<file path="config.mk">
export PLATFORM = sky130hd
export DESIGN_NAME = call_register
export DESIGN_NICKNAME = d
export VERILOG_FILES = /design/src/rtl/elevator_pkg.sv /design/src/rtl/btn_debounce.sv /design/src/rtl/call_register.sv
export SDC_FILE = /design/constraint.sdc
export NUM_CORES = 1
export LEC_CHECK = 0
export ABC_AREA = 1
export BUFFER_PORTS_ARGS = -buffer_cell sky130_fd_sc_hd__buf_2
export CAP_MARGIN = 30
export CORE_MARGIN = 2
export CORE_UTILIZATION = 50
export DETAILED_ROUTE_END_ITERATION = 12
export PLACE_DENSITY_LB_ADDON = 0.15
export RECOVER_POWER = 100
export REMOVE_ABC_BUFFERS = 1
export SETUP_SLACK_MARGIN = 0.02
export SLEW_MARGIN = 40
export SYNTH_ARGS = -nofsm -noshare
export SYNTH_HDL_FRONTEND = slang
export SYNTH_HIERARCHICAL = 1
export SYNTH_SLANG_ARGS = --single-unit
</file>
<file path="constraint.sdc">
create_clock -name clock -period 4.25 [get_ports clock]
set_clock_uncertainty 0.1 [all_clocks]
set_input_delay 0 -clock clock [delete_from_list [all_inputs] [get_ports clock]]
set_output_delay 0 -clock clock [all_outputs]
set_load 0.005 [all_outputs]
</file>
<file path="src/rtl/elevator_pkg.sv">
// Shared elevator-controller definitions: default sizing and the car direction
// encoding consumed by the motion FSM.
package elevator_pkg;

    localparam int FLOORS_DEFAULT   = 8;
    localparam int DEBOUNCE_DEFAULT = 4;

    typedef enum logic [1:0] {
        DIR_IDLE = 2'd0,
        DIR_UP   = 2'd1,
        DIR_DOWN = 2'd2
    } dir_e;

endpackage

</file>
<file path="src/rtl/btn_debounce.sv">
// One push-button channel: 2-flop synchroniser, run-length debounce counter,
// stable level and a one-cycle pulse on each accepted 0->1 transition.
module btn_debounce #(
    parameter int DEBOUNCE_CYCLES = 4
) (
    input  logic clock,
    input  logic reset,
    input  logic raw_i,
    output logic press_o
);

    localparam int CW = (DEBOUNCE_CYCLES > 1) ? $clog2(DEBOUNCE_CYCLES) : 1;
    localparam logic [CW-1:0] CNT_LAST = CW'(DEBOUNCE_CYCLES - 1);

    logic          sync1_q, sync2_q;
    logic          stable_q, stable_d;
    logic          press_q, press_d;
    logic [CW-1:0] cnt_q, cnt_d;

    // Counter only runs while the synchronised level disagrees with the stable one.
    always_comb begin
        cnt_d    = '0;
        stable_d = stable_q;
        press_d  = 1'b0;
        if (sync2_q != stable_q) begin
            if (cnt_q == CNT_LAST) begin
                stable_d = sync2_q;
                press_d  = sync2_q;
            end else begin
                cnt_d = cnt_q + CW'(1);
            end
        end
    end

    always_ff @(posedge clock or negedge reset) begin
        if (!reset) begin
            sync1_q  <= 1'b0;
            sync2_q  <= 1'b0;
            cnt_q    <= '0;
            stable_q <= 1'b0;
            press_q  <= 1'b0;
        end else begin
            sync1_q  <= raw_i;
            sync2_q  <= sync1_q;
            cnt_q    <= cnt_d;
            stable_q <= stable_d;
            press_q  <= press_d;
        end
    end

    assign press_o = press_q;

endmodule

</file>
<file path="src/rtl/call_register.sv">
// Pending-request register: debounced cabin/hall buttons latched until serviced,
// with registered above/below/here summaries and a pending-request count.
module call_register
    import elevator_pkg::*;
#(
    parameter  int FLOORS          = FLOORS_DEFAULT,
    parameter  int DEBOUNCE_CYCLES = DEBOUNCE_DEFAULT,
    localparam int FLOOR_W         = $clog2(FLOORS),
    localparam int CNT_W           = $clog2(3*FLOORS+1)
) (
    input  logic               clock,
    input  logic               reset,
    input  logic [FLOORS-1:0]  btn_cab,
    input  logic [FLOORS-1:0]  btn_up,
    input  logic [FLOORS-1:0]  btn_down,
    input  logic [FLOOR_W-1:0] current_floor,
    input  logic               serve_valid,
    input  logic [FLOOR_W-1:0] serve_floor,
    input  logic               serve_up,
    input  logic               serve_down,
    output logic [FLOORS-1:0]  cab_req,
    output logic [FLOORS-1:0]  up_req,
    output logic [FLOORS-1:0]  down_req,
    output logic               any_above,
    output logic               any_below,
    output logic               any_here,
    output logic [CNT_W-1:0]   req_count
);

    localparam int CH = 3*FLOORS;

    function automatic logic [CNT_W-1:0] popcount(input logic [CH-1:0] v);
        logic [CNT_W-1:0] c;
        c = '0;
        for (int k = 0; k < CH; k++) c = c + CNT_W'(v[k]);
        return c;
    endfunction

    // No top-floor up button and no ground-floor down button exist.
    logic [FLOORS-1:0] up_mask, down_mask;
    assign up_mask   = {1'b0, {(FLOORS-1){1'b1}}};
    assign down_mask = {{(FLOORS-1){1'b1}}, 1'b0};

    logic unused_tied_btn;
    assign unused_tied_btn = btn_up[FLOORS-1] ^ btn_down[0];

    logic [CH-1:0] raw, press;
    assign raw = {btn_down & down_mask, btn_up & up_mask, btn_cab};

    for (genvar g = 0; g < CH; g++) begin : g_chan
        btn_debounce #(.DEBOUNCE_CYCLES(DEBOUNCE_CYCLES)) u_deb (
            .clock   (clock),
            .reset   (reset),
            .raw_i   (raw[g]),
            .press_o (press[g])
        );
    end

    logic [FLOORS-1:0] cab_q, cab_d, up_q, up_d, down_q, down_d;
    logic              above_q, above_d, below_q, below_d, here_q, here_d;
    logic [CNT_W-1:0]  count_q, count_d;
    logic [FLOORS-1:0] pend;

    // A service clear overrides a press landing on the same bit.
    always_comb begin
        cab_d  = cab_q ^ press[FLOORS-1:0];
        up_d   = up_q | press[2*FLOORS-1:FLOORS];
        down_d = down_q | press[3*FLOORS-1:2*FLOORS];
        if (serve_valid && (int'(serve_floor) < FLOORS)) begin
            cab_d[serve_floor] = 1'b0;
            if (serve_up)   up_d[serve_floor]   = 1'b0;
            if (serve_down) down_d[serve_floor] = 1'b0;
        end
        up_d   = up_d & up_mask;
        down_d = down_d & down_mask;
    end

    assign pend = cab_q | up_q | down_q;

    always_comb begin
        above_d = 1'b0;
        below_d = 1'b0;
        here_d  = 1'b0;
        count_d = popcount({down_q, up_q, cab_q});
        if (int'(current_floor) < FLOORS) begin
            for (int j = 0; j < FLOORS; j++) begin
                if (j > int'(current_floor)) above_d = above_d | pend[j];
                if (j < int'(current_floor)) below_d = below_d | pend[j];
            end
            here_d = pend[current_floor];
        end
    end

    always_ff @(posedge clock or negedge reset) begin
        if (!reset) begin
            cab_q   <= '0;
            up_q    <= '0;
            down_q  <= '0;
            above_q <= 1'b0;
            below_q <= 1'b0;
            here_q  <= 1'b0;
            count_q <= '0;
        end else begin
            cab_q   <= cab_d;
            up_q    <= up_d;
            down_q  <= down_d;
            above_q <= above_d;
            below_q <= below_d;
            here_q  <= here_d;
            count_q <= count_d;
        end
    end

    assign cab_req   = cab_q;
    assign up_req    = up_q;
    assign down_req  = down_q;
    assign any_above = above_q;
    assign any_below = below_q;
    assign any_here  = here_q;
    assign req_count = count_q;

endmodule

</file>
* After elaboration in Yosys (flattened, before gate mapping) *
Index checks and enable logic that the tools add are counted.

storage, ports and cells
  register bits = 162
  output and inout port bits = 32

operators by class
  add/subtract/negate cells = 43
  bitwise operators = 21
  reductions and logical operators = 23
  eq/ne operators = 44
  muxes and demuxes = 111
  order comparisons = 17

operators by type and width
  cell                 count
  $mux 2               44
  $add 5x1->5          17
  $mux 1               60
  $add 2x1->2 const B  22
  $eq 2x2->1 const B   22
  $reduce_and 2->1     22
  $mux 8               3
  $ne 1x1->1           22
  $and 8x8->8          2
  $or 8x8->8           2
  $mux 7               2
  $gt 3x3->1 const A   4
  $or 1x1->1           12
  $lt 3x3->1 const A   3
  $lt 3x4->1 const B   2
  $not 8->8            1
  $or 8x7->8           1
  $xor 8x8->8          1
  $and 7x7->7          1
  $or 7x7->7           1
  $gt 2x3->1 const A   2
  $lt 1x3->1 const A   2
  $lt 2x3->1 const A   2
  $add 4x1->5          1
  8 further kinds      8

* Logic depth before layout (Yosys ltp) *
  word-level depth = 21
  depth in mapped cells = 13
  gate-level depth less buffers = 13

* Hierarchy *
The synthesis kept the hierarchy.

modules (own cells, without submodules)
  module         cells an instance  instances  area each (um2)  sequential area each (um2)
  btn_debounce   19                 22         211.5            150.1
  call_register  215                1          1899.3           750.7

* Worst setup path before layout *
OpenSTA, ideal clock, no wires.

  path type = reg-to-reg
  start point = register cab_q[0] (netlist: cab_req[0])
  end point = register count_q[2] (netlist: req_count[2])
  setup slack = 0.393 ns
  setup time = 0.123 ns
  cell stages (with the launch flop) = 12
  required time = 4.027 ns
  data arrival time = 3.634 ns
  cell sequence = dfrtp_1 -> fa_1 -> inv_1 -> fa_1 -> fa_1 -> fa_1 -> fa_1 -> inv_1 -> ha_1 -> inv_1 -> fa_1 -> xnor2_1

between the ends
  word-level cells in the longest chain between the ends = 21

ends and longest elaborated chain
  element                     line                  source
  from (decl)                 call_register.sv:59   logic [FLOORS-1:0] cab_q, cab_d, up_q, up_d, down_q, down_d;
  from (signal assigned)      call_register.sv:96   cab_q <= '0;
  from (signal assigned)      call_register.sv:104  cab_q <= cab_d;
  $add 1x1->2                 call_register.sv:35   for (int k = 0; k < CH; k++) c = c + CNT_W'(v[k]);
  $add 2x1->3                 call_register.sv:35
  $add 3x1->4                 call_register.sv:35
  $add 4x1->5                 call_register.sv:35
  $add 5x1->5 (17 in series)  call_register.sv:35
  named net count_d[2]        call_register.sv:61   logic [CNT_W-1:0] count_q, count_d;
  to (signal assigned)        call_register.sv:110  count_q <= count_d;
  to (decl)                   call_register.sv:61

The timed path passes the listed nets, and every way through them passes these cells.
A chain may end at the register's enable or synchronous reset.

* Worst setup path after layout *
Same ends and word-level chain as after synthesis.

==> impl.org <==
** Yosys
- The cell area that synthesis handed to floorplanning was 0.00655 sq mm.
- Most area-hungry cell type in the Yosys netlist :: sky130_fd_sc_hd__dfrtp_1
- Number of flops mapped to enable cells by yosys :: 0
- Synth top area share :: 61.9%
- Cell types with the largest area share after synthesis :: sky130_fd_sc_hd__dfrtp_1 (62%), sky130_fd_sc_hd__nand2_1 (6.7%), sky130_fd_sc_hd__inv_1 (6.4%)
- Warning count from the yosys run :: 6
- Counting flops and latches in the post-synthesis netlist gives 162.
- A synthesized cell averages 10.3 sq um.
- Count of different cell masters after synthesis :: 26
- The most used flip-flop cell after synthesis is sky130_fd_sc_hd__dfrtp_1.
- Number of instances in the synthesized netlist :: 633
- After synthesis, the share of flip-flops with an asynchronous set or reset is 100%.
- Sequential elements use 61.9% of the synthesized area.

** Power and ir drop
- Static leakage power :: 0.00427 uW
- The worst-case IR drop observed on VDD is 0.00123 V.
- In this run the power density over the cells is 966 mW/mm^2.

** Placed design
- The wire-length estimate of the detail-placed layout is 8110 um.
- The congestion estimate from routability-driven global placement came to 0.851.
- Total of buffers placed on input and output ports :: 62

** Drt
- Dividing the detail-routed wire length by the instance count gives 12.2 um.
- The first TritonRoute pass finished after 6 iterations.
- Using the TritonRoute via totals, the vias-per-cell ratio works out to 4.70.
- Violation count after the first detailed-route iteration :: 208
- Final wirelength :: 11500 um
- Total via count after detailed routing :: 4401
- Post-route antenna net violation count :: 0
- For this run, design rule violations remaining after detail routing come to 0.

** Timing
- The number of hold violations in the final report is 0.
- Setup repair after global routing left no endpoint under its margin.
- Measured slew at the worst slew-check pin :: 2.38 ns
- Across all hold checks on the routed design, the worst slack comes to 0.118 ns.
- After routing, the total negative slack on setup checks comes to 0 ns.
- The smallest clock period supported by the final layout is computed as 4.02 ns.
- Dividing the final minimum period by the clock period gives 94.6%.
- Relative slew margins :: -58.9%
- Static timing analysis puts the maximum clock frequency at 0.249 GHz.
- The max-slew violation total from the final report came to 100.
- Number of failing setup endpoints in the final timing report :: 0

** CTS
- Root buf cell :: sky130_fd_sc_hd__clkbuf_16
- TritonCTS clock tree :: built
- Number of CTS-inserted buffers :: 17
- Counting every sink on the clock net gives 162.
- Insertion delay to the later sink of the worst-skew pair :: 0.42 ns
- Buffer depth of the longest clock path :: 2
- Clock-pin slew was measured on the worst setup and hold paths at 0.06 ns.
- After clock tree synthesis, the repair step resized 0 gates.
- After clock tree synthesis, the setup repair step added 0 buffers.
- H-tree levels :: 4

** Global routing
- The via count of the first global-routing pass was 4388.
- Number of antenna violations at the first check in global routing :: 0
- Remaining Overflow, GRT :: 0
- Global-route wire length before repair :: 20000 um
- Entering global routing, the biggest net connects 100 pins.
- Global routing used 18.1% of the available tracks.

** Floorplan
- Once the floorplan was initialized, standard cells occupied 51.5% of the core.
- The die covers 0.0140 sq mm.
- The core region is 0.0127 sq mm.
- The initialized floorplan defines 41 standard-cell rows.
- Num ports :: 67
- Die Height :: 118 um
- From left edge to right edge, the die measures 118 um.

** Worst setup path
- Startpoint types :: register
- Type of the setup path with the least slack :: register to register
- Highest fanout seen on the critical path :: 4
- Data required time at the worst endpoint :: 4.45 ns
- For the worst setup path, the data arrival time is 4.22 ns.
- Endpoint kind of the worst setup timing path :: register

** Worst hold path
- Class of the most critical hold timing path :: input pin to register

** Layout
- Antenna diodes :: 0
- The area growth from synthesis to layout is 22.8%.
- Fill cells in the final layout number 1060.
- Final core utilization :: 63.2%
- Fraction of final layout cells sized beyond drive strength 1 :: 10.5%
- Fin nets :: 831

** Run status
- Violated checks :: max-capacitance violations, max-slew violations
- Status :: finished, violations left

** Run
- The tool flagged a number of max-cap violations equal to 1.
-- repair_timing --
action / in CTS / in global routing
hold buffers: 38 / 0
setup endpoints to repair: 0 / 0
endpoints found under the hold margin: 144 / 0
-- sequential cells by signal, summed over array words and instances, names as in the netlist --
| register | count |
|---|---|
| req_count | 5 |
| up_req | 7 |
| cab_req | 8 |
| any_below | 1 |
| g_chan.u_deb/sync1_q | 22 |
| down_req | 7 |
| any_here | 1 |
| g_chan.u_deb/sync2_q | 22 |
| any_above | 1 |
| g_chan.u_deb/stable_q | 22 |
| g_chan.u_deb/press_o | 22 |
| g_chan.u_deb/cnt_q | 44 |
-- metal layers --
metal	track usage [%]	part of all wire (%)
met3	3.96	4.3
met2	29.0	50
met4	9.52	2.6
met1	23.2	43
met5	0	0
-- metrics by stage --
stage	total power [uW]	instance area [sq um]	instances	worst slack, ns
detailed placement	6180	7090	867	0.250
finish	7770	8040	937	0.231
floorplan	5210	6540	631	0.393
global placement	5880	7080	867	0.320
CTS	7860	8090	937	0.236
global route	8540	8040	937	0.0661
-- cells in the final DEF, fill, tap and decap left out --
| cell type | count |
|---|---|
| sky130_fd_sc_hd__dfrtp_1 | 162 |
| sky130_fd_sc_hd__nand2_1 | 117 |
| sky130_fd_sc_hd__inv_1 | 112 |
| sky130_fd_sc_hd__nor2_1 | 83 |
| sky130_fd_sc_hd__buf_2 | 39 |
| sky130_fd_sc_hd__dlygate4sd3_1 | 38 |
| sky130_fd_sc_hd__o21ai_0 | 30 |
| sky130_fd_sc_hd__ha_1 | 29 |
| sky130_fd_sc_hd__clkbuf_1 | 24 |
| sky130_fd_sc_hd__or2_0 | 22 |
| sky130_fd_sc_hd__a21oi_1 | 19 |
| sky130_fd_sc_hd__clkbuf_16 | 17 |
| sky130_fd_sc_hd__fa_1 | 15 |
| sky130_fd_sc_hd__nor3_1 | 10 |
| sky130_fd_sc_hd__xor2_1 | 6 |
| sky130_fd_sc_hd__clkinv_2 | 6 |
| sky130_fd_sc_hd__nand3_1 | 5 |
| sky130_fd_sc_hd__xnor2_1 | 4 |
| sky130_fd_sc_hd__bufinv_16 | 4 |
| sky130_fd_sc_hd__o22ai_1 | 3 |
| sky130_fd_sc_hd__inv_2 | 3 |
| sky130_fd_sc_hd__clkbuf_2 | 3 |
| sky130_fd_sc_hd__or2_2 | 2 |
| sky130_fd_sc_hd__conb_1 | 2 |
| sky130_fd_sc_hd__clkbuf_8 | 2 |
| sky130_fd_sc_hd__o21a_1 | 1 |
| sky130_fd_sc_hd__nand3b_1 | 1 |
| sky130_fd_sc_hd__nand2_2 | 1 |
| sky130_fd_sc_hd__nor2_2 | 1 |
| sky130_fd_sc_hd__a211oi_1 | 1 |
| sky130_fd_sc_hd__a21oi_2 | 1 |
| sky130_fd_sc_hd__o211ai_1 | 1 |
| sky130_fd_sc_hd__clkinv_4 | 1 |
-- area by class of cell --
class	count	area (sq um)	share of cell area [%]
repair buffers	102	673	8.37
inverters	115	432	5.37
clock buffers	21	460	5.72
clock inverters	11	159	1.98
well taps	172	215	2.68
flip-flops and latches	162	4050	50.4
multi-input cells	354	2050	25.5
-- worst paths after layout --
| path | startpoint | endpoint | slack [ns] | cells past startpoint |
|---|---|---|---|---|
| max in group asynchronous | reset | g_chan[19].u_deb/cnt_q[0] | 1.43 | 3 |
| hold / removal | btn_cab[1] | g_chan[1].u_deb/sync1_q | 0.12 | 2 |
| min in group asynchronous | reset | g_chan[10].u_deb/sync2_q | 0.78 | 2 |
| setup reg to reg | cab_req[0] | req_count[2] | 0.23 | 11 |
| hold reg to reg | g_chan[20].u_deb/sync1_q | g_chan[20].u_deb/sync2_q | 0.25 | 0 |
| setup / recovery | cab_req[0] | req_count[2] | 0.23 | 11 |
-- worst max-delay path, cell delays in order, from the launching register on --
cell and delay, ns:
sky130_fd_sc_hd__dfrtp_1 0.43, sky130_fd_sc_hd__fa_1 0.55, sky130_fd_sc_hd__inv_1 0.05, sky130_fd_sc_hd__fa_1 0.52, sky130_fd_sc_hd__fa_1 0.45, sky130_fd_sc_hd__fa_1 0.55
sky130_fd_sc_hd__fa_1 0.41, sky130_fd_sc_hd__inv_1 0.06, sky130_fd_sc_hd__ha_1 0.16, sky130_fd_sc_hd__inv_1 0.06, sky130_fd_sc_hd__fa_1 0.41, sky130_fd_sc_hd__xnor2_1 0.14
-- cells by family (layout without fill, tap and decap cells) --
| group | Yosys count | count (layout) | synth area share [%] |
|---|---|---|---|
| other | 1 | 2 | 0.0572 |
| xor gates and xnor gates | 10 | 10 | 1.34 |
| adders and majority gates | 44 | 44 | 10.1 |
| buffers and inverters | 118 | 249 | 6.89 |
| and+or+nand+nor | 242 | 242 | 15.2 |
| DFF | 162 | 162 | 61.9 |
| AOI/OAI and AO/OA | 56 | 56 | 4.51 |
-- where the power goes --
part	internal, uW	switching, uW	leakage (uW)
sequential	2070	323	0.00201
clock	1010	577	0.000310
combinational	1720	2080	0.00195
total	4790	2980	0.00427
-- cell usage after synthesis (all sizes together), types with 4 or more instances --
| cell type | instances |
|---|---|
| fa | 15 |
| nand2 | 118 |
| o21ai | 30 |
| dfrtp | 162 |
| inv | 115 |
| a21oi | 20 |
| ha | 29 |
| nand3 | 5 |
| xor2 | 6 |
| nor2 | 84 |
| nor3 | 10 |
| or2 | 24 |
| xnor2 | 4 |
No activity file was read; power rests on OpenSTA's default activity.
